$ cat src/rtl/cpu_pkg.sv
// Shared encodings for the PC sequencer: FSM states, exception causes and vectors.
package cpu_pkg;

    localparam int unsigned PC_W = 32;

    localparam logic [1:0] ST_INIT   = 2'd0;
    localparam logic [1:0] ST_FETCH  = 2'd1;
    localparam logic [1:0] ST_DECODE = 2'd2;
    localparam logic [1:0] ST_UPDATE = 2'd3;

    localparam logic [1:0] CAUSE_NONE     = 2'd0;
    localparam logic [1:0] CAUSE_EXT      = 2'd1;
    localparam logic [1:0] CAUSE_MISALIGN = 2'd2;
    localparam logic [1:0] CAUSE_TIMEOUT  = 2'd3;

    localparam logic [PC_W-1:0] RESET_VEC_DEF = 32'h0000_0000;
    localparam logic [PC_W-1:0] EXC_VEC_DEF   = 32'h0000_0080;

    // Word-aligned targets only; any set low bit is a fault.
    function automatic logic misaligned(input logic [1:0] lsb);
        return lsb != 2'b00;
    endfunction

endpackage

$ cat src/rtl/pc_next_sel.sv
// Next-PC priority mux: forced exception > jump > branch > sequential, with alignment checks.
module pc_next_sel
    import cpu_pkg::*;
#(
    parameter int unsigned      WIDTH   = 32,
    parameter logic [WIDTH-1:0] EXC_VEC = WIDTH'(EXC_VEC_DEF)
) (
    input  logic [WIDTH-1:0] pc_cur_i,
    input  logic             timeout_i,
    input  logic             ext_i,
    input  logic             jump_i,
    input  logic [WIDTH-1:0] jump_target_i,
    input  logic             branch_i,
    input  logic [WIDTH-1:0] branch_target_i,
    output logic [WIDTH-1:0] pc_next_o,
    output logic             exc_take_o,
    output logic [1:0]       cause_o
);

    always_comb begin
        pc_next_o  = pc_cur_i + WIDTH'(4);
        exc_take_o = 1'b0;
        cause_o    = CAUSE_NONE;
        if (timeout_i || ext_i) begin
            pc_next_o  = EXC_VEC;
            exc_take_o = 1'b1;
            cause_o    = timeout_i ? CAUSE_TIMEOUT : CAUSE_EXT;
        end else if (jump_i) begin
            if (misaligned(jump_target_i[1:0])) begin
                pc_next_o  = EXC_VEC;
                exc_take_o = 1'b1;
                cause_o    = CAUSE_MISALIGN;
            end else begin
                pc_next_o = jump_target_i;
            end
        end else if (branch_i) begin
            if (misaligned(branch_target_i[1:0])) begin
                pc_next_o  = EXC_VEC;
                exc_take_o = 1'b1;
                cause_o    = CAUSE_MISALIGN;
            end else begin
                pc_next_o = branch_target_i;
            end
        end
    end

endmodule

$ cat src/rtl/pc_sequencer.sv
// Multicycle PC controller: INIT -> FETCH -> DECODE -> UPDATE, driving the PC register
// load enable and data input, and recording exception cause/EPC.
module pc_sequencer
    import cpu_pkg::*;
#(
    parameter int unsigned      WIDTH         = 32,
    parameter logic [WIDTH-1:0] RESET_VEC     = WIDTH'(RESET_VEC_DEF),
    parameter logic [WIDTH-1:0] EXC_VEC       = WIDTH'(EXC_VEC_DEF),
    parameter int unsigned      FETCH_TIMEOUT = 8
) (
    input  logic             clk,
    input  logic             reset,
    input  logic [WIDTH-1:0] pc_cur,
    output logic             pc_load,
    output logic [WIDTH-1:0] pc_next,
    output logic             imem_req,
    input  logic             imem_ack,
    output logic             ir_load,
    input  logic             dec_done,
    input  logic             stall,
    input  logic             branch_taken,
    input  logic [WIDTH-1:0] branch_target,
    input  logic             jump,
    input  logic [WIDTH-1:0] jump_target,
    input  logic             ext_exc,
    output logic [WIDTH-1:0] epc,
    output logic [1:0]       exc_cause
);

    localparam int unsigned CNT_W = $clog2(FETCH_TIMEOUT + 1);

    logic [1:0]       state_q,    state_d;
    logic             pc_load_q,  pc_load_d;
    logic             imem_req_q, imem_req_d;
    logic             ir_load_q,  ir_load_d;
    logic [WIDTH-1:0] epc_q,      epc_d;
    logic [1:0]       cause_q,    cause_d;
    logic [CNT_W-1:0] cnt_q,      cnt_d;
    logic             pend_q,     pend_d;
    logic             tmo_q,      tmo_d;

    logic [WIDTH-1:0] sel_pc;
    logic             sel_exc;
    logic [1:0]       sel_cause;

    pc_next_sel #(
        .WIDTH  (WIDTH),
        .EXC_VEC(EXC_VEC)
    ) u_sel (
        .pc_cur_i       (pc_cur),
        .timeout_i      (tmo_q),
        .ext_i          (pend_q | ext_exc),
        .jump_i         (jump),
        .jump_target_i  (jump_target),
        .branch_i       (branch_taken),
        .branch_target_i(branch_target),
        .pc_next_o      (sel_pc),
        .exc_take_o     (sel_exc),
        .cause_o        (sel_cause)
    );

    // Load cycles happen in INIT and UPDATE; the load enable is pre-registered one edge earlier.
    always_comb begin
        state_d    = state_q;
        pc_load_d  = 1'b0;
        imem_req_d = 1'b0;
        ir_load_d  = 1'b0;
        epc_d      = epc_q;
        cause_d    = cause_q;
        cnt_d      = cnt_q;
        pend_d     = pend_q;
        tmo_d      = tmo_q;
        case (state_q)
            ST_INIT: begin
                if (pc_load_q) begin
                    state_d    = ST_FETCH;
                    imem_req_d = 1'b1;
                end else begin
                    pc_load_d = 1'b1;
                end
            end
            ST_FETCH: begin
                if (imem_ack) begin
                    state_d   = ST_DECODE;
                    ir_load_d = 1'b1;
                    cnt_d     = '0;
                end else if (cnt_q == CNT_W'(FETCH_TIMEOUT - 1)) begin
                    state_d   = ST_UPDATE;
                    tmo_d     = 1'b1;
                    cnt_d     = '0;
                    pc_load_d = !stall;
                end else begin
                    cnt_d      = cnt_q + CNT_W'(1);
                    imem_req_d = 1'b1;
                end
            end
            ST_DECODE: begin
                if (ext_exc) pend_d = 1'b1;
                if (dec_done) begin
                    state_d   = ST_UPDATE;
                    pc_load_d = !stall;
                end
            end
            ST_UPDATE: begin
                if (pc_load_q) begin
                    state_d    = ST_FETCH;
                    imem_req_d = 1'b1;
                    pend_d     = 1'b0;
                    tmo_d      = 1'b0;
                    if (sel_exc) begin
                        epc_d   = pc_cur;
                        cause_d = sel_cause;
                    end
                end else begin
                    if (ext_exc) pend_d = 1'b1;
                    pc_load_d = !stall;
                end
            end
            default: state_d = ST_INIT;
        endcase
    end

    always_ff @(posedge clk or posedge reset) begin
        if (reset) begin
            state_q    <= ST_INIT;
            pc_load_q  <= 1'b0;
            imem_req_q <= 1'b0;
            ir_load_q  <= 1'b0;
            epc_q      <= '0;
            cause_q    <= CAUSE_NONE;
            cnt_q      <= '0;
            pend_q     <= 1'b0;
            tmo_q      <= 1'b0;
        end else begin
            state_q    <= state_d;
            pc_load_q  <= pc_load_d;
            imem_req_q <= imem_req_d;
            ir_load_q  <= ir_load_d;
            epc_q      <= epc_d;
            cause_q    <= cause_d;
            cnt_q      <= cnt_d;
            pend_q     <= pend_d;
            tmo_q      <= tmo_d;
        end
    end

    assign pc_next   = (state_q == ST_UPDATE) ? sel_pc :
                       (state_q == ST_INIT)   ? RESET_VEC : pc_cur;
    assign pc_load   = pc_load_q;
    assign imem_req  = imem_req_q;
    assign ir_load   = ir_load_q;
    assign epc       = epc_q;
    assign exc_cause = cause_q;

endmodule

$ cat config.mk
export PLATFORM = sky130hd
export DESIGN_NAME = pc_sequencer
export DESIGN_NICKNAME = d
export VERILOG_FILES = /design/src/rtl/cpu_pkg.sv /design/src/rtl/pc_next_sel.sv /design/src/rtl/pc_sequencer.sv
export SDC_FILE = /design/constraint.sdc
export NUM_CORES = 1
export LEC_CHECK = 0
export BUFFER_PORTS_ARGS = -buffer_cell sky130_fd_sc_hd__buf_2
export CORE_MARGIN = 2
export CORE_UTILIZATION = 47
export CTS_CLUSTER_SIZE = 16
export DETAILED_ROUTE_END_ITERATION = 12
export GPL_TIMING_DRIVEN = 0
export HOLD_SLACK_MARGIN = 0.12
export MAX_ROUTING_LAYER = met4
export PLACE_DENSITY = 0.82
export SLEW_MARGIN = 10
export SYNTH_ARGS = -nofsm -noshare
export SYNTH_HDL_FRONTEND = slang
export SYNTH_SLANG_ARGS = --single-unit
$ cat constraint.sdc
create_clock -name clk -period 2.2 [get_ports clk]
set_input_delay 0.22 -clock clk [delete_from_list [all_inputs] [get_ports clk]]
set_output_delay 0.22 -clock clk [all_outputs]
set_load 0.02 [all_outputs]
==> Word level (Yosys, flattened, before mapping) <==
Index checks and enable logic that the tools add are counted.
Widths: inputs -> output; s select.
{ "word_totals": {"inputBits": 104, "ff_bits": 45, "elab_cells": 77, "output_inout_bits": 69} }
{ "classes": {"addsub": 2, "n_mux": 44, "n_reduce_logical": 11, "n_bitwise": 1, "n_eq_ne": 10} }
{ "op_table": {"columns": ["operator", "count"], "rows": [
  ["$mux 32", 7],
  ["$add 32x3->32 const B", 1],
  ["$mux 1", 20],
  ["$mux 2", 10],
  ["$mux 4", 2],
  ["$ne 2x2->1 const B", 4],
  ["$reduce_bool 2->1", 4],
  ["$pmux 1 s2", 3],
  ["$pmux 2 s3", 1],
  ["$reduce_and 3->1", 2],
  ["$add 4x1->4 const B", 1],
  ["$eq 2x2->1 const B", 2],
  ["$eq 4x3->1 const B", 1],
  ["$pmux 1 s4", 1],
  ["$reduce_and 4->1", 1],
  ["$ne 3x3->1 const B", 1],
  ["$eq 2x1->1 const B", 1],
  ["$logic_not 2->1", 1],
  ["$ne 2x1->1 const B", 1],
  ["$reduce_or 2->1", 1],
  ["$logic_not 1->1", 1],
  ["$logic_or 1x1->1", 1],
  ["$or 1x1->1", 1]
]} }

==> Depth between registers and ports, before layout <==
Gate-level depths: netlist (run 1).
{ "logic_depth": {"word_depth": 6, "ltp_mapped": 8, "mapped_depth_nobuf": 7} }

==> Modules after synthesis <==
From an unflattened synthesis (run 1), not the netlist that was laid out.
{ "unflattened": {"hier_cells": 439, "area_unflattened_um2": 3828.7} }
{ "modules_own_cells": {"columns": ["module", "cells_each", "instances", "area_per_inst_um2"], "rows": [
  ["pc_sequencer", 211, 1, 2464.9],
  ["pc_next_sel", 228, 1, 1363.8]
]} }

==> Worst setup path before layout (run 1) <==
Ideal clock, no wire load.
{ "synth_path": {"path_type": "register to output", "from": "register state_q[0]", "to": "output port pc_next[28]", "setup_slack_ps": -159, "required_time_ps": 1980, "arrival_ps": 2139, "stages_incl_launch_ff": 6, "cell_sequence": "dfrtp_1 > ha_1 > buf_2 > nor4b_4 > o211ai_1 > o311ai_0"} }
{ "synth_between": {"elab_chain_cells": 3, "elab_cells_between_ends": 4, "classes_between": "1 x eq/ne; 2 x mux; 1 x reduce/logical"} }
{ "synth_lines": {"columns": ["element", "line_no", "rtl"], "rows": [
  ["start, declared", "pc_sequencer.sv:32", "logic [1:0] state_q, state_d;"],
  ["start signal, assigned", "pc_sequencer.sv:135", "state_q <= state_d;"],
  ["$logic_not 2->1", "pc_sequencer.sv:148", "(state_q == ST_INIT) ? RESET_VEC : pc_cur;"],
  ["$mux 32", "pc_sequencer.sv:148", null],
  ["$mux 32 (*)", "pc_sequencer.sv:147", "assign pc_next = (state_q == ST_UPDATE) ? sel_pc :"],
  ["end, declared", "pc_sequencer.sv:15", "output logic [WIDTH-1:0] pc_next,"]
]} }
Mark *: on every way between the ends. The rest lies on a longest branch, timed or not.

==> Worst setup path after layout (run 1) <==
{ "layout_path": {"from": "register state_q[0]", "to": "output port pc_next[23]"} }
Same word-level chain as after synthesis.

==> metrics.md, run 1 <==
| Metric | Value |
|---|---|
| Setup WS pre-CTS | `-0.587 ns` |
| Flops & latches, synth | `45` |
| EDFF count, synth | `0` |
| Filler instances | `533` |
| Vias in the first global route | `4228` |
| First DRT Iteration DRCs | `572` |
| Io pins | `173` |
| Clk_lat worst skew | `0.31 ns` |
| WL/cell | `19.8 um` |
| Yosys top cell area share | `0.323` |
| Net total in the final layout | `728` |
| GRT Total Usage | `0.340` |
| GRT Residual Overflow | `0` |
| CTS buffer count | `5` |
| Die area | `0.00813 mm2` |
| Crit path launch | `state_q[0]` |
| Syn_nets | `519` |
| Vias/cell | `6.25` |
| Endpoint class of the critical path | `output port` |
| Final min period | `2.50 ns` |
| Syn. warnings | `0` |
| Post-Synth Adder-Cell Area | `0.0251` |
| H-tree levels | `2` |
| Slew at the pin closest to its max-slew limit | `0.924 ns` |
| Mapped Area | `0.00349 mm2` |
| Synth Area in Compound Gates | `0.273` |
| DP Wirelength | `10200 um` |
| Final RePlAce weighted congestion | `0.912` |
| Setup Skew | `0.00668 ns` |
| Max-cap violations | `0` |
| Simple-gate share of the synthesized area | `0.209` |
| Diodes inserted | `0` |
| Antenna violations before repair | `0` |
| Pin count of the biggest net entering global routing | `28` |
| Multiplexer share of the synthesized area | `0.0925` |
| Slew margin rel. | `0.384` |
| Reg-to-Reg Start | `state_q[1]` |
| Ys async rst share | `1.00` |
| Multi-input gate area | `0.00250 mm2` |
| Design Power | `0.00593 W` |
| Post-route clock period utilization | `1.14` |
| Min-delay src | `stall` |
| Post-synth cell types | `57` |
| Req. time, crit path | `1.98 ns` |
| Peak supply drop | `0.633 mV` |
| Setup slack after layout | `-0.305 ns` |
| Yosys top cell by area | `dfrtp_1` |
| Layout area overhead | `54.4%` |
| Maximum clock rate | `399 MHz` |
| FF/Latch Area | `0.00113 mm2` |
| Failing checks | `setup timing` |
| Largest cells by area after synthesis | `dfrtp_1 32%, mux2_2 8.4%, o21ai_0 5.2%` |
| Mapped Avg Cell Area | `8.56 um2` |
| Largest family of logic cells by synthesized area | `compound AO/OA/AOI/OAI gates` |
| Clock Path Buffers | `2` |
| Drt first pass iters | `6` |
| Routed WL | `14200 um` |
| Most used DFF post-synth | `dfrtp_1` |
| Share of cells above drive strength 1 | `0.494` |
| PwrDens | `1100 mW/mm2` |
| Clock slew at reported path FFs | `0.09 ns` |
| First-pass GRT wire length | `21300 um` |
| DRC | `0` |
| Die Span X | `90.2 um` |
| R2R setup slack | `0.08 ns` |
| Clock root buffer | `clkbuf_8` |
| HP Class | `in -> reg` |
| Final hold violation count | `0` |
| Mapped Cells | `408` |
| Total number of vias | `4483` |
| LEAKAGE | `2.51 nW` |
| Register area share after synthesis | `0.323` |
| XOR/XNOR Fraction of Synth Area | `0.0251` |
| Critical Path Source Type | `register` |
| # rows | `31` |
| Crit path DAT | `2.28 ns` |
| Die Y | `90.2 um` |
| CP max FO | `8` |
| CTS Sinks | `45` |
| Worst setup path category | `reg -> out` |
| Port buffer count | `171` |
| Initial Util | `0.484` |
| CTS tree | `built` |
| Max Transition Viols Final | `0` |
| RSZ-0062 raised after global routing | `yes` |
| Antenna Nets Post-Route | `0` |
| Status | `finished with violations` |
| Final setup viols | `30` |
| Core footprint | `0.00721 mm2` |
state kept, by name (all words and copies together) (netlist names):
signal	count
epc	32
pend_q	1
ir_load	1
pc_load	1
exc_cause	2
tmo_q	1
cnt_q	4
imem_req	1
state_q	2
metrics by stage:
step / setup TNS [ns] / instance area [um2] / std cells / hold WS, ns / util
floorplan: 0 / 3500 / 408 / 0.333 / -
global placement: -10.54 / 4480 / 678 / 0.448 / 0.621
detailed placement: -11.83 / 4500 / 679 / 0.250 / 0.623
CTS: -4.40 / 5150 / 712 / 0.121 / 0.714
global route: -8.44 / 5390 / 717 / 0.132 / 0.747
finish: -6.52 / 5390 / 717 / 0.121 / 0.747
critical path: stages (launching register included):
cell and delay (ns):
dfrtp_1 0.38, ha_2 0.19, or4b_4 0.58, a2111oi_4 0.40, mux2i_1 0.15, nand3_1 0.15, buf_6 0.13
cells in the mapped netlist (5+ instances only):
| cell | n |
|---|---|
| clkbuf_1 | 11 |
| nand3_1 | 21 |
| ha_1 | 7 |
| o21ai_0 | 36 |
| a22o_1 | 8 |
| a21o_1 | 10 |
| nand4_1 | 9 |
| nand2_1 | 44 |
| nor3_1 | 13 |
| nor2_1 | 17 |
| mux2_2 | 26 |
| and3_1 | 6 |
| xor2_1 | 7 |
| inv_1 | 17 |
| a22oi_1 | 6 |
| dfrtp_1 | 45 |
| buf_2 | 5 |
| a21oi_1 | 25 |
| o21ai_1 | 5 |
| o21a_1 | 6 |
| o22ai_1 | 11 |
what timing repair did:
action                     4_1_cts  5_1_grt
gates cloned                     1        0
hold buffers                     1        0
setup buffers                   25        6
hold endpoints to repair        18        0
setup endpoints to repair       40       47
resized for setup               99       49
pin swaps                       32       22
kinds of logic (layout without fill, tap and decap cells):
logic type / count (synthesis) / count (layout)
xor gates and xnor gates: 10 / 10
muxes: 29 / 29
and+or+nand+nor: 136 / 136
buffers and inverters: 39 / 249
AOI/OAI and AO/OA: 142 / 142
DFF: 45 / 45
adders and majority gates: 7 / 7
power by group:
group	switching, W	leakage [nW]	total, W	internal (W)
Clock	0.000300	0.0542	0.000585	0.000284
Combinational	0.00215	1.91	0.00390	0.00176
Sequential	0.000218	0.540	0.00144	0.00122
path summary, 6_finish.rpt:
check	to	cells past startpoint
setup / recovery	pc_next[23]	6
hold / removal	pc_load	2
setup reg to reg	epc[2]	8
hold reg to reg	epc[19]	2
max in group asynchronous	pend_q	4
min in group asynchronous	epc[1]	3
area by class of cell:
type	instances	share of cell area
plain buffers	20	0.0293
multi-input cells	324	0.464
inverters	17	0.0118
clock inverters	1	0.000929
well taps	99	0.0230
flip-flops and latches	45	0.209
clock buffers	7	0.0179
repair buffers	204	0.244
layout by cell type (no fill, tap or decap), types with 4 or more instances in the layout:
master | Yosys | final
mux2_2 | 26 | 26
a21o_1 | 10 | 10
buf_8 | 0 | 4
and3_1 | 6 | 5
o21a_1 | 6 | 6
a22oi_1 | 6 | 4
a31oi_1 | 4 | 4
o21ai_0 | 36 | 27
clkbuf_1 | 11 | 5
nor3_1 | 13 | 5
a22o_1 | 8 | 8
a21oi_1 | 25 | 22
nor2_1 | 17 | 13
xor2_1 | 7 | 7
o21ai_1 | 5 | 11
a222oi_1 | 4 | 4
nand2_1 | 44 | 42
buf_12 | 0 | 4
clkbuf_8 | 0 | 7
ha_1 | 7 | 5
inv_1 | 17 | 15
nand4_1 | 9 | 9
buf_4 | 0 | 40
nor2b_1 | 4 | 4
nand3_1 | 21 | 20
nor3_4 | 0 | 8
buf_6 | 4 | 23
buf_2 | 5 | 141
dfrtp_1 | 45 | 44
o22ai_1 | 11 | 8
metal layers:
metal,track usage,routed length [um],vias to the layer above
met4,0.140,580,0
met3,0.0645,1520,72
met1,0.400,5300,2074
li1,-,-,1954
met2,0.573,6780,383
met5,-,0,-
(Power assumes the default switching activity.)
==> run 2, diff against run 1 <==
BUFFER_PORTS_ARGS = -buffer_cell sky130_fd_sc_hd__buf_4   (was -buffer_cell sky130_fd_sc_hd__buf_2)
RECOVER_POWER = 25   (was not set)
==> run 2 against run 1 <==
Against the previous run: the flow still finishes with violations (setup timing); utilization grew 5.3 points; register-to-register slack is essentially flat; highest routed layer unchanged; critical path type unchanged; clock power up 8.0%; largest power group unchanged; critical path depth grew 2; flip-flop and latch count is the same; sequential share of layout area down 1.4 points; critical endpoint is now pc_next[29]; global-route usage grew 1.9 points.
==> metrics.md, run 2 (synthesized netlist as in run 1, its figures left out) <==
| Metric | Value |
|---|---|
| Final setup viols | `30 (unchanged)` |
| Die Span X | `90.2 um (unchanged)` |
| HP Class | `in -> reg (unchanged)` |
| Clock Power Share | `0.102 (was 0.099)` |
| CTS tree | `built (unchanged)` |
| CP max FO | `8 (unchanged)` |
| Fin Hold WS | `0.158 ns (was 0.121 ns)` |
| Final hold violation count | `0 (unchanged)` |
| Setup WS pre-CTS | `-0.514 ns (was -0.587 ns)` |
| Dpl cells | `679 (unchanged)` |
| Combinational share of power | `0.665 (was 0.659)` |
| Setup Skew | `0.00891 ns (was 0.00668 ns)` |
| Die area | `0.00813 mm2 (unchanged)` |
| # rows | `31 (unchanged)` |
| GRT Total Usage | `0.359 (was 0.340)` |
| Antenna violations before repair | `0 (unchanged)` |
| Maximum clock rate | `400 MHz (was 399 MHz)` |
| Port buffer count | `171 (unchanged)` |
| Post-route clock period utilization | `1.14 (about the same)` |
| WL/cell | `21.0 um (was 19.8 um)` |
| Crit path DAT | `2.28 ns (about the same)` |
| Max-cap violations | `0 (unchanged)` |
| Clock slew at reported path FFs | `0.09 ns (about the same)` |
| Layout area overhead | `65.4% (was 54.4%)` |
| Core footprint | `0.00721 mm2 (unchanged)` |
| Drt first pass iters | `5 (was 6)` |
| Clk_lat worst skew | `0.31 ns (about the same)` |
| Antenna Nets Post-Route | `0 (unchanged)` |
| DP Wirelength | `10400 um (was 10200 um)` |
| Slew at the pin closest to its max-slew limit | `0.956 ns (was 0.924 ns)` |
| LEAKAGE | `2.61 nW (was 2.51 nW)` |
| Failing checks | `setup timing (unchanged)` |
| Final min period | `2.50 ns (about the same)` |
| H-tree levels | `2 (unchanged)` |
| Sequential power share | `0.233 (was 0.243)` |
| Filler instances | `488 (was 533)` |
| GRT Residual Overflow | `0 (unchanged)` |
| Slew margin rel. | `0.362 (was 0.384)` |
| Most frequent cells in the layout | `171 x buf_4, 44 x dfrtp_1, 42 x nand2_1 (was 141 x buf_2, 44 x dfrtp_1, 42 x nand2_1)` |
| Int Power | `0.00348 W (was 0.00326 W)` |
| CTS buffer count | `5 (unchanged)` |
| Critical Path Source Type | `register (unchanged)` |
| Sw Share | `0.441 (was 0.450)` |
| Design Power | `0.00622 W (was 0.00593 W)` |
| Status | `finished with violations (unchanged)` |
| DRC | `0 (unchanged)` |
| Initial Util | `0.484 (unchanged)` |
| Die Y | `90.2 um (unchanged)` |
| Vias in the first global route | `4384 (was 4228)` |
| Vias/cell | `6.35 (was 6.25)` |
| Setup slack after layout | `-0.298 ns (was -0.305 ns)` |
| Number of flip-flops under the largest register name | `32 (unchanged)` |
| Total number of vias | `4599 (was 4483)` |
| Most common cell after layout, fill and taps aside | `buf_4 (was buf_2)` |
| CTS Sinks | `45 (unchanged)` |
| Clock root buffer | `clkbuf_8 (unchanged)` |
| PwrDens | `1080 mW/mm2 (was 1100 mW/mm2)` |
| Routed WL | `15200 um (was 14200 um)` |
| Max Transition Viols Final | `0 (unchanged)` |
| Final RePlAce weighted congestion | `0.980 (was 0.912)` |
| Diodes inserted | `0 (unchanged)` |
| Switching power | `0.00274 W (was 0.00266 W)` |
| First-pass GRT wire length | `22700 um (was 21300 um)` |
| First DRT Iteration DRCs | `456 (was 572)` |
| Pin count of the biggest net entering global routing | `26 (was 28)` |
| Peak supply drop | `0.824 mV (was 0.633 mV)` |
| Req. time, crit path | `1.98 ns (about the same)` |
| Net total in the final layout | `736 (was 728)` |
| Endpoint class of the critical path | `output port (unchanged)` |
| Worst setup path category | `reg -> out (unchanged)` |
| Share of cells above drive strength 1 | `0.483 (was 0.494)` |
| Clock Path Buffers | `2 (unchanged)` |
| Layout Cells excl Fill | `724 (was 717)` |
| Io pins | `173 (unchanged)` |
| RSZ-0062 raised after global routing | `yes (unchanged)` |
| Total negative slack | `-6.05 ns (was -6.52 ns)` |
run 2: routing by layer:
| metal | GRT usage | wire (um) | part of all wire |
|---|---|---|---|
| met4 | 0.147 | 918 | 0.060 |
| met1 | 0.438 | 5530 | 0.36 |
| met5 | - | 0 | 0 |
| met2 | 0.582 | 7160 | 0.47 |
| met3 | 0.0746 | 1610 | 0.11 |
run 2: layout make-up:
class,count,area (um2),area share
Buffer,20,145,0.0251
Tap cell,99,124,0.0215
Sequential cell,45,1130,0.195
Clock buffer,5,68.8,0.0119
Clock inverter,2,35.0,0.00607
Multi-Input combinational cell,324,2530,0.438
Timing Repair Buffer,212,1680,0.291
Inverter,17,63.8,0.0111
run 2: stage by stage:
stage | instance area (um2) | util
3_5_place_dp | 4920 | 0.683
6_report | 5770 | 0.800
5_1_grt | 5770 | 0.800
3_3_place_gp | 4900 | 0.680
2_1_floorplan | 3500 | -
4_1_cts | 5550 | 0.770
run 2: power by group through the flow:
stage,clock (W),combinational [W],sequential (W)
after floorplan,0,0.00161,0.00185
after global placement,0,0.00344,0.00145
after detailed placement,0,0.00352,0.00147
after CTS,0.000632,0.00393,0.00144
after global routing,0.000656,0.00435,0.00150
final,0.000632,0.00414,0.00145
run 2: final timing paths:
path / slack (ns) / to / cells after the start / start
worst max-delay path: -0.30 / pc_next[29] / 8 / state_q[0]
worst min-delay path: 0.16 / epc[0] / 2 / pc_cur[0]
worst max register to register: 0.09 / epc[22] / 8 / state_q[0]
worst min register to register: 0.49 / epc[28] / 2 / epc[28]
max in group asynchronous: 0.86 / epc[20] / 4 / reset
min in group asynchronous: 0.67 / epc[15] / 3 / reset
run 2: timing repair:
item,4_1_cts,5_1_grt
pin swaps,33,29
gates resized for setup,78,44
hold buffers,2,0
hold endpoints to repair,21,0
buffers inserted,27,10
endpoints found under the setup margin,40,36
cloned,1,0
run 2: critical path, cell delays in order, from the launching register on:
cell and delay (ns):
dfrtp_1 0.38, ha_2 0.19, or4b_4 0.57, buf_6 0.17
nor3_4 0.13, nand2_1 0.09, mux2i_1 0.16, a211o_1 0.15
buf_6 0.13
